`src/rtl/dragon_body_queue_if.sv`:
```
// Dragon body bus: frame/control inputs from game logic, queue state out to the renderer.
interface dragon_body_queue_if #(
  parameter int MAX_SEGMENTS = 16,
  parameter int POS_W        = 8,
  parameter int ORIENT_W     = 2
);
  localparam int SEG_W = ORIENT_W + POS_W;
  localparam int LEN_W = $clog2(MAX_SEGMENTS + 1);

  logic                          vsync;
  logic                          heal;
  logic                          hit;
  logic [SEG_W-1:0]              head;
  logic [MAX_SEGMENTS*SEG_W-1:0] segments;
  logic [MAX_SEGMENTS-1:0]       seg_en;
  logic [LEN_W-1:0]              length;
  logic                          step;
  logic                          dead;
  logic                          self_hit;

  modport slave (
    input  vsync, heal, hit, head,
    output segments, seg_en, length, step, dead, self_hit
  );

  modport master (
    output vsync, heal, hit, head,
    input  segments, seg_en, length, step, dead, self_hit
  );
endinterface

```
`src/rtl/dragon_body_queue.sv`:
```
// Dragon body shift queue: steps every MOVE_PERIOD frames, grows on heal, shrinks on
// cooldown-gated hits, and flags head-on-body collisions one cycle after they occur.
module dragon_body_queue #(
  parameter int               MAX_SEGMENTS    = 16,
  parameter int               POS_W           = 8,
  parameter int               ORIENT_W        = 2,
  parameter int               INIT_LEN        = 3,
  parameter int               MOVE_PERIOD     = 10,
  parameter int               COOLDOWN_CYCLES = 2**24,
  parameter logic [POS_W-1:0] EMPTY_POS       = 'hFB
) (
  input  logic                clk,
  input  logic                reset,
  dragon_body_queue_if.slave  bus
);
  localparam int SEG_W = ORIENT_W + POS_W;
  localparam int LEN_W = $clog2(MAX_SEGMENTS + 1);
  localparam int CD_W  = $clog2(COOLDOWN_CYCLES + 1);
  localparam int FC_W  = (MOVE_PERIOD > 1) ? $clog2(MOVE_PERIOD) : 1;
  localparam logic [SEG_W-1:0] EMPTY_SEG = {{ORIENT_W{1'b0}}, EMPTY_POS};

  function automatic logic [MAX_SEGMENTS-1:0] init_mask();
    logic [MAX_SEGMENTS-1:0] m;
    m = '0;
    for (int i = 0; i < MAX_SEGMENTS; i++)
      if (i < INIT_LEN) m[i] = 1'b1;
    return m;
  endfunction

  logic [SEG_W-1:0]        seg_q [MAX_SEGMENTS];
  logic [SEG_W-1:0]        seg_d [MAX_SEGMENTS];
  logic [MAX_SEGMENTS-1:0] seg_en_q, seg_en_d;
  logic [LEN_W-1:0]        len_q, len_d;
  logic [FC_W-1:0]         frame_cnt_q, frame_cnt_d;
  logic [CD_W-1:0]         cooldown_q, cooldown_d;
  logic                    step_q, step_d;
  logic                    dead_q, dead_d;
  logic                    self_hit_q, self_hit_d;
  logic                    vsync_q, heal_q, hit_q;

  logic vs_rise, heal_e, hit_e, armed, roll;

  always_comb begin
    vs_rise = bus.vsync & ~vsync_q;
    heal_e  = bus.heal & ~heal_q;
    hit_e   = bus.hit & ~hit_q;
    // Queue stays unarmed until the first real head position has been shifted in.
    armed   = (seg_q[0][POS_W-1:0] != EMPTY_POS);
    roll    = vs_rise && (frame_cnt_q == FC_W'(MOVE_PERIOD - 1));
  end

  always_comb begin
    frame_cnt_d = frame_cnt_q;
    if (vs_rise) frame_cnt_d = roll ? '0 : frame_cnt_q + FC_W'(1);
    step_d = roll;

    for (int i = 0; i < MAX_SEGMENTS; i++) seg_d[i] = seg_q[i];
    if (roll) begin
      seg_d[0] = bus.head;
      for (int i = 1; i < MAX_SEGMENTS; i++) seg_d[i] = seg_q[i-1];
    end

    len_d      = len_q;
    seg_en_d   = seg_en_q;
    dead_d     = dead_q;
    cooldown_d = (cooldown_q != '0) ? cooldown_q - CD_W'(1) : '0;
    if (heal_e && armed && !dead_q) begin
      // A saturated heal still consumes a coincident hit.
      if (len_q != LEN_W'(MAX_SEGMENTS)) begin
        len_d    = len_q + LEN_W'(1);
        seg_en_d = {seg_en_q[MAX_SEGMENTS-2:0], 1'b1};
      end
    end else if (hit_e && armed && !dead_q && (cooldown_q == '0)) begin
      len_d      = len_q - LEN_W'(1);
      seg_en_d   = seg_en_q >> 1;
      cooldown_d = CD_W'(COOLDOWN_CYCLES - 1);
      if (len_q == LEN_W'(1)) dead_d = 1'b1;
    end

    self_hit_d = 1'b0;
    for (int i = 1; i < MAX_SEGMENTS; i++)
      if (seg_en_q[i] && (seg_q[i][POS_W-1:0] == bus.head[POS_W-1:0]) &&
          (bus.head[POS_W-1:0] != EMPTY_POS))
        self_hit_d = 1'b1;
  end

  always_ff @(posedge clk) begin
    if (!reset) begin
      for (int i = 0; i < MAX_SEGMENTS; i++) seg_q[i] <= EMPTY_SEG;
      seg_en_q    <= init_mask();
      len_q       <= LEN_W'(INIT_LEN);
      frame_cnt_q <= '0;
      cooldown_q  <= '0;
      step_q      <= 1'b0;
      dead_q      <= 1'b0;
      self_hit_q  <= 1'b0;
      vsync_q     <= 1'b1;
      heal_q      <= 1'b1;
      hit_q       <= 1'b1;
    end else begin
      for (int i = 0; i < MAX_SEGMENTS; i++) seg_q[i] <= seg_d[i];
      seg_en_q    <= seg_en_d;
      len_q       <= len_d;
      frame_cnt_q <= frame_cnt_d;
      cooldown_q  <= cooldown_d;
      step_q      <= step_d;
      dead_q      <= dead_d;
      self_hit_q  <= self_hit_d;
      vsync_q     <= bus.vsync;
      heal_q      <= bus.heal;
      hit_q       <= bus.hit;
    end
  end

  logic [MAX_SEGMENTS*SEG_W-1:0] segs_flat;
  always_comb begin
    segs_flat = '0;
    for (int i = 0; i < MAX_SEGMENTS; i++) segs_flat[i*SEG_W +: SEG_W] = seg_q[i];
  end

  assign bus.segments = segs_flat;
  assign bus.seg_en   = seg_en_q;
  assign bus.length   = len_q;
  assign bus.step     = step_q;
  assign bus.dead     = dead_q;
  assign bus.self_hit = self_hit_q;
endmodule

```
`src/flat_wrapper.sv`:
```
// flat-port wrapper written by rule: the top's interface ports become plain ports
module dragon_body_queue_flat 
#(
  parameter int               MAX_SEGMENTS    = 16,
  parameter int               POS_W           = 8,
  parameter int               ORIENT_W        = 2,
  parameter int               INIT_LEN        = 3,
  parameter int               MOVE_PERIOD     = 10,
  parameter int               COOLDOWN_CYCLES = 2**24,
  parameter logic [POS_W-1:0] EMPTY_POS       = 'hFB
)
  (clk, reset, bus_vsync, bus_heal, bus_hit, bus_head, bus_segments, bus_seg_en, bus_length, bus_step, bus_dead, bus_self_hit);
  dragon_body_queue_if #(.MAX_SEGMENTS(MAX_SEGMENTS), .POS_W(POS_W), .ORIENT_W(ORIENT_W)) bus_i ();
  input  logic clk;
  input  logic reset;
  input wire logic [$bits(bus_i.vsync)-1:0] bus_vsync;
  input wire logic [$bits(bus_i.heal)-1:0] bus_heal;
  input wire logic [$bits(bus_i.hit)-1:0] bus_hit;
  input wire logic [$bits(bus_i.head)-1:0] bus_head;
  output wire logic [$bits(bus_i.segments)-1:0] bus_segments;
  output wire logic [$bits(bus_i.seg_en)-1:0] bus_seg_en;
  output wire logic [$bits(bus_i.length)-1:0] bus_length;
  output wire logic [$bits(bus_i.step)-1:0] bus_step;
  output wire logic [$bits(bus_i.dead)-1:0] bus_dead;
  output wire logic [$bits(bus_i.self_hit)-1:0] bus_self_hit;
  assign bus_i.vsync = bus_vsync;
  assign bus_i.heal = bus_heal;
  assign bus_i.hit = bus_hit;
  assign bus_i.head = bus_head;
  assign bus_segments = bus_i.segments;
  assign bus_seg_en = bus_i.seg_en;
  assign bus_length = bus_i.length;
  assign bus_step = bus_i.step;
  assign bus_dead = bus_i.dead;
  assign bus_self_hit = bus_i.self_hit;
  dragon_body_queue #(.MAX_SEGMENTS(MAX_SEGMENTS), .POS_W(POS_W), .ORIENT_W(ORIENT_W), .INIT_LEN(INIT_LEN), .MOVE_PERIOD(MOVE_PERIOD), .COOLDOWN_CYCLES(COOLDOWN_CYCLES), .EMPTY_POS(EMPTY_POS)) u_core (.clk(clk), .reset(reset), .bus(bus_i));
endmodule
```
`config.mk`:
```
export PLATFORM = sky130hd
export DESIGN_NAME = dragon_body_queue_flat
export DESIGN_NICKNAME = d
export VERILOG_FILES = /design/src/rtl/dragon_body_queue_if.sv /design/src/rtl/dragon_body_queue.sv /design/src/flat_wrapper.sv
export SDC_FILE = /design/constraint.sdc
export NUM_CORES = 1
export LEC_CHECK = 0
export BUFFER_PORTS_ARGS = -buffer_cell sky130_fd_sc_hd__clkbuf_2
export CAP_MARGIN = 5
export CORE_MARGIN = 2
export CORE_UTILIZATION = 30
export DETAILED_ROUTE_END_ITERATION = 10
export PLACE_DENSITY = 0.5
export RECOVER_POWER = 25
export SYNTH_ARGS = -nofsm -noshare
export SYNTH_HDL_FRONTEND = slang
export SYNTH_SLANG_ARGS = --single-unit
```
`constraint.sdc`:
```
create_clock -name clk -period 3.5 [get_ports clk]
set_input_delay 0.35 -clock clk [delete_from_list [all_inputs] [get_ports clk]]
set_output_delay 0.35 -clock clk [all_outputs]
set_load 0.02 [all_outputs]
```
==> qor.csv, run 1 <==
metric,value,unit
Synth area leaders,"dfxtp_1 (49%), o22a_1 (11%), xor2_1 (10%), a22o_1 (4.8%), xnor2_1 (4.0%)",
Yosys warnings,0,
LEAKAGE,4.151,nW
Hold Crit Class,input port to register,
Final GP Congestion,0.7475,
Setup-failing EPs final,0,
period utilisation layout,0.7121,
Num Clock Sinks,216,
synthesized area per cell,10.63,sq um
Syn Inst Count,826,
final hold slack,0.02850,ns
post-DP HPWL,19030,microns
Worst Path Required,3.96,ns
Detailed Route Iter0 Violations,445,
Worst Tran Pin Value,1.488,ns
Synth top area share,0.4923,
"antenna viol nets, final",0,
CTS tree,yes,
Core ar.,28780,sq um
"Distinct cells, synth",53,
post-layout min period,2.492,ns
global route overflow,0,
"Primary FF master, synth",dfxtp_1,
Tot Pwr,6.246,mW
Worst Skew,0.02308,ns
total track usage,0.1685,
vias per cell,5.007,
Slew HR,0.008332,
global-route wire length before repair,40570,microns
Top Ports,199,
n_diodes,0,
status,"finished, final reports clean",
setup TNS,0,ns
total die area,30660,sq um
P&R area growth vs syn,23.80,%
met1 usage,0.2415,
Max Cap Viol,0,
nets,1024,
Final Hold Fails,0,
grt met2 use,0.2575,
VDD IR max,264.5,uV
clock slew at reported path FFs,0.06,ns
Clk Tree Root Cell,clkbuf_16,
dominant cell type by area after synthesis,dfxtp_1,
H-tree depth,1,
CP max stage delay,0.55,ns
initial antenna violation count,0,
Final Slew Violations,0,
PortBufs,198,
FP Rows,62,
crit path launch type,register,
Crit path arrival time,2.95,ns
overall die width,175.1,microns
Mapped Nets,848,
vias,7025,
Vert. Die Dim,175.1,microns
Max Fclk,401.2,MHz
pwr/cell area,574.4,nW/um^2
Post-synth EDFFs,0,
crit path cell chain,ha_1 -> nand2_1 -> nor3_1 -> nand2_4 -> clkinv_1 -> buf_4 -> a22o_1,
vias in the first global route,6565,
Util after Layout,0.3778,
largest net degree at the start of global routing,56,
Critical Path Slowest Stage Cell,nor3_1,
Setup Buffers After CTS,0,
layout cells sized above 1,0.1658,
maximum clock path buffer count,3,
number of remaining DRC errors,0,
Starting Density,0.3052,
CTS buffer count,27,
Post-CTS Hold Fix Bufs,0,
cts repair resizes,0,
Initial DRT Pass Iterations,4,
busiest grt layer,met2,
"flops & latches, synth",216,
Clock Latency Late Sink,0.53,ns
RSZ-0062 raised after global routing,false,
GRT met3 Usage,0.03394,
fraction of registers with async set or reset after synthesis,0,
crit path capture type,register,
wire per inst,19.21,microns
Setup CP Type,register to register,
post-synthesis sequential area ratio,0.4923,
synthesized area,8783,sq um
crit path max fanout,49,
routed wire length,26950,microns
[power by group]
| group | leakage, nW | internal, mW | total [mW] | switching [mW] |
|---|---|---|---|---|
| clock | 0.432 | 1.70 | 2.76 | 1.06 |
| sequential | 1.75 | 2.57 | 2.68 | 0.112 |
| combinational | 1.97 | 0.346 | 0.809 | 0.463 |
| total | 4.15 | 4.62 | 6.25 | 1.63 |
[worst max-delay path, delay by kind of cell (launching register included)]
family                     cells  cell delay (ns)
and+or+nand+nor                3             1.03
buffers and inverters          2             0.56
DFF                            1             0.40
AOI/OAI and AO/OA              1             0.20
adders and majority gates      1             0.17
[final cells by class]
type | instances | area (sq um)
repair buffers | 210 | 967.2
clock inverters | 5 | 78.83
clock buffers | 41 | 798.3
fillers | 2967 | 17910
well taps | 384 | 480.5
flip-flops and latches | 216 | 4324
inverters | 8 | 30.03
multi-input cells | 539 | 4195
[routing by layer]
metal	part of all wire	vias to the layer above
met3	0.060	34
met4	0.019	0
met1	0.48	3417
met2	0.44	206
li1	-	3368
met5	0	-
[cells by family after synthesis]
kind of cell	Yosys count	synth area share
flip-flops	216	0.4923
multiplexers	16	0.01866
adder cells (fa/ha/maj)	7	0.009971
AND/OR/NAND/NOR	162	0.1009
XOR/XNOR	144	0.1436
AO/OA/AOI/OAI	210	0.2013
buffers and inverters	71	0.03333
[through the flow]
stage	instances	setup WS (ns)	area (sq um)
after detailed placement	1357	0.9998	10120
after floorplan	826	1.258	8783
after CTS	1403	0.9577	11000
after global placement	1357	1.065	10120
after global routing	1403	0.7427	10870
final	1403	1.008	10870
[state kept, by name, indices dropped and copies added (netlist names)]
| name | flops |
|---|---|
| u_core.bus.dead | 1 |
| u_core.bus.length | 5 |
| u_core.bus.seg_en | 16 |
| u_core.bus.self_hit | 1 |
| u_core.bus.step | 1 |
| u_core.cooldown_q | 25 |
| u_core.frame_cnt_q | 4 |
| u_core.heal_q | 1 |
| u_core.hit_q | 1 |
| u_core.seg_q | 160 |
| u_core.vsync_q | 1 |
[Yosys cell counts, types with 7 or more instances]
| master | number |
|---|---|
| dfxtp_1 | 216 |
| nand4_1 | 13 |
| nand2_1 | 25 |
| inv_1 | 8 |
| nor4_1 | 26 |
| o211a_1 | 12 |
| o21ai_0 | 8 |
| buf_1 | 9 |
| nor3_1 | 20 |
| clkbuf_1 | 45 |
| mux2i_1 | 13 |
| xnor2_1 | 40 |
| ha_1 | 7 |
| a22o_1 | 48 |
| nand3_1 | 12 |
| a21oi_1 | 9 |
| o22a_1 | 112 |
| nor2_1 | 31 |
| xor2_1 | 104 |
[cell usage in the layout (no fill, tap or decap), types with 10 or more instances in the layout]
cell	count
dfxtp_1	216
o22a_1	112
clkbuf_1	106
xor2_1	104
clkbuf_2	100
a22o_1	48
xnor2_1	40
nor2_1	31
clkbuf_16	27
nor4_1	26
nand2_1	24
nor3_1	20
nand4_1	13
mux2i_1	13
nand3_1	12
o211a_1	12
buf_4	10
[final timing paths]
path	start	end	slack [ns]	cells past startpoint
worst max register to register	u_core.frame_cnt_q[0]	u_core.seg_q[0][149]	1.01	7
worst min register to register	u_core.cooldown_q[24]	u_core.cooldown_q[24]	0.44	2
worst min-delay path	bus_vsync	u_core.vsync_q	0.03	2
worst max-delay path	u_core.frame_cnt_q[0]	u_core.seg_q[0][149]	1.01	7
(Power assumes the default switching activity.)
==> inputs of run 2 (changes only) <==
Settings changed: ABC_AREA from default to 1.
Clock period 3.5 ns to 2.46 ns, I/O delays scaled along.
==> qor.csv, run 2 <==
metric,value,unit,change
Final GP Congestion,0.8538,,+14%
status,"finished, final reports clean",,
global-route wire length before repair,50120,microns,+24%
post-DP HPWL,23740,microns,+25%
maximum clock path buffer count,3,,unchanged
"Primary FF master, synth",dfxtp_1,,
Mapped Nets,1336,,+58%
post-synthesis xor/xnor area fraction,0.03213,,-0.1115
number of remaining DRC errors,0,,unchanged
post-synthesis sequential area ratio,0.4407,,-0.05160
Final Hold Fails,0,,unchanged
Syn Inst Count,1314,,+59%
"commonest cells after routing, fill and taps aside","nand2_1 (271), dfxtp_1 (216), inv_1 (213)",,
crit path max fanout,24,,-51%
vias in the first global route,8829,,+34%
reg2reg end,u_core.bus.length[3],,
crit path capture type,register,,
Core ar.,32370,sq um,+12%
LEAKAGE,5.670,nW,+37%
Post-synth EDFFs,0,,unchanged
overall die width,184.9,microns,+5.6%
main combinational cell family by area after synthesis,simple AND/OR/NAND/NOR gates,,
Starting Density,0.3031,,-0.002083
Clock Power Share,0.407,,-0.034
Top Ports,199,,unchanged
Reg area,4324,sq um,unchanged
layout cells sized above 1,0.1347,,-0.03111
fraction of registers with async set or reset after synthesis,0,,unchanged
Slew HR,0.4597,,+0.4514
CP Launch Point,u_core.cooldown_q[0],,
wire per inst,16.52,microns,-14%
NetSw,3.055,mW,+87%
Reg2Reg Depth,11,,+4
global route overflow,0,,unchanged
Yosys warnings,0,,unchanged
period utilisation layout,0.8402,,+0.1281
setup TNS,0,ns,unchanged
Worst Skew,0.02692,ns,+0.003843 ns
largest net degree at the start of global routing,66,,+18%
"antenna viol nets, final",0,,unchanged
pwr/cell area,825.3,nW/um^2,+44%
CTS buffer count,26,,-3.7%
CTS tree,yes,,
Synth area leaders,"dfxtp_1 (44%), nand2_1 (10%), a22oi_1 (8.3%), inv_1 (8.1%), nand3_1 (3.6%)",,
FP Rows,66,,+6.5%
P&R area growth vs syn,22.62,%,
Hold Path Sink,u_core.seg_q[0][7],,
routed wire length,32310,microns,+20%
"Distinct cells, synth",43,,-19%
Clk Tree Root Cell,clkbuf_16,,
Crit path arrival time,2.50,ns,-0.45 ns
vias,9185,,+31%
Vert. Die Dim,184.9,microns,+5.6%
HP Start,bus_head[7],,
crit path launch type,register,,
Reg-to-Reg Start,u_core.cooldown_q[0],,
Synth top area share,0.4407,,-0.05160
Initial DRT Pass Iterations,7,,+3
"flops & latches, synth",216,,unchanged
switch share,0.3077,,+0.04661
clock slew at reported path FFs,0.06,ns,about the same
Biggest register,u_core.seg_q,,
n_diodes,0,,unchanged
Worst Tran Pin Value,0.8093,ns,-0.6782 ns
initial antenna violation count,0,,unchanged
post-layout min period,2.067,ns,-0.4255 ns
# fillers,3607,,+22%
RSZ-0062 raised after global routing,false,,
vias per cell,4.696,,-6.2%
"most common cell after layout, fill and taps aside",nand2_1,,
dominant cell type by area after synthesis,dfxtp_1,,
Detailed Route Iter0 Violations,558,,+25%
area of the multi-input gates,4308,sq um,+2.7%
post-synthesis simple-gate area fraction,0.2082,,+0.1074
dpl cells,1904,,+40%
synthesized area,9812,sq um,+12%
sequential power share,0.387,,-0.042
Util after Layout,0.3717,,-0.006161
mux cell area share after synthesis,0,,-0.01866
Hold Crit Class,input port to register,,
PortBufs,198,,unchanged
Gate power share,0.206,,+0.077
Setup CP Type,register to register,,
Compound-Gate Fraction of Synth Area,0.1892,,-0.01204
Setup-failing EPs final,0,,unchanged
internal power,6.875,mW,+49%
Synth Area in Adders,0.008926,,-0.001045
synthesized area per cell,7.467,sq um,-30%
VDD IR max,441.1,uV,+67%
Max Cap Viol,0,,unchanged
Final Slew Violations,0,,unchanged
Num Clock Sinks,216,,unchanged
H-tree depth,1,,unchanged
Hold Path Depth,3,,+1
Clock Latency Late Sink,0.56,ns,+0.03 ns
"top cells by count, synth","nand2_1 (271), dfxtp_1 (216), inv_1 (213)",,
max FFs per register,160,,unchanged
total track usage,0.1858,,+0.01728
nets,1517,,+48%
Max Fclk,483.8,MHz,+21%
Non-Filler Instances,1956,,+39%
top-count cell post-synth,nand2_1,,
total die area,34170,sq um,+11%
Worst Path Required,2.89,ns,-1.07 ns
reg2reg setup slack,0.39,ns,-0.61 ns
[run 2: power groups by stage]
stage / clock (mW) / combinational [mW] / sequential [mW]
floorplan: 0 / 1.66 / 3.87
global placement: 0 / 2.03 / 3.91
detailed placement: 0 / 2.04 / 3.91
CTS: 4.14 / 2.06 / 3.84
global route: 4.28 / 2.34 / 3.87
finish: 4.04 / 2.05 / 3.84
[run 2: repair_timing]
item | CTS | global route
endpoints found under the hold margin | 5 | 0
setup buffers | 0 | 0
resized for setup | 0 | 0
hold buffers | 5 | 0
[run 2: per-stage QoR]
stage	area [sq um]	power [mW]	worst slack [ns]	hold WS, ns
2_1_floorplan	9812	5.525	0.8305	0.3421
3_3_place_gp	11200	5.939	0.4259	0.4383
3_5_place_dp	11200	5.950	0.4105	0.4360
4_1_cts	12150	10.04	0.3972	0.05400
5_1_grt	12030	10.48	0.1744	0.07614
6_report	12030	9.930	0.3931	0.06406
[run 2: logic make-up after synthesis]
logic type,Yosys count
AO/OA/AOI/OAI,288
AND/OR/NAND/NOR,474
XOR/XNOR,36
buffers and inverters,293
flip-flops,216
adder cells (fa/ha/maj),7
[run 2: critical path: stages, from the launching register on]
cell and delay [ns]:
dfxtp_1 0.29, inv_1 0.09, ha_1 0.26, nand2_2 0.11, nor2_4 0.16, nand3_4 0.13, nor2_8 0.19, nand2_4 0.18
nand2_4 0.31, nand3_1 0.11, nand2_1 0.08, nor2_1 0.04
[run 2: layout make-up]
class                   instances  area share
flip-flops and latches        216      0.3594
multi-input cells             805      0.3581
repair buffers                223     0.09193
inverters                     223     0.06968
clock buffers                  35     0.05938
well taps                     442     0.04597
clock inverters                12     0.01560
[run 2: metal layers]
metal  up-vias  wire length (microns)  track usage
li1       4645                      -            -
met1      4302                  14160       0.2344
met2       200                  15240       0.3134
met3        38                   2275      0.05348
met4         0                    634      0.04190
met5         -                      0            0
[run 2: worst max-delay path by stage]
stage | end | slack (ns) | cells after the start
after floorplan | u_core.cooldown_q[18] | 0.83 | 10
after global placement | u_core.bus.length[3] | 0.43 | 11
after detailed placement | u_core.bus.length[3] | 0.41 | 11
after CTS | u_core.bus.length[3] | 0.40 | 11
after global routing | u_core.bus.length[3] | 0.17 | 11
final | u_core.bus.length[3] | 0.39 | 11
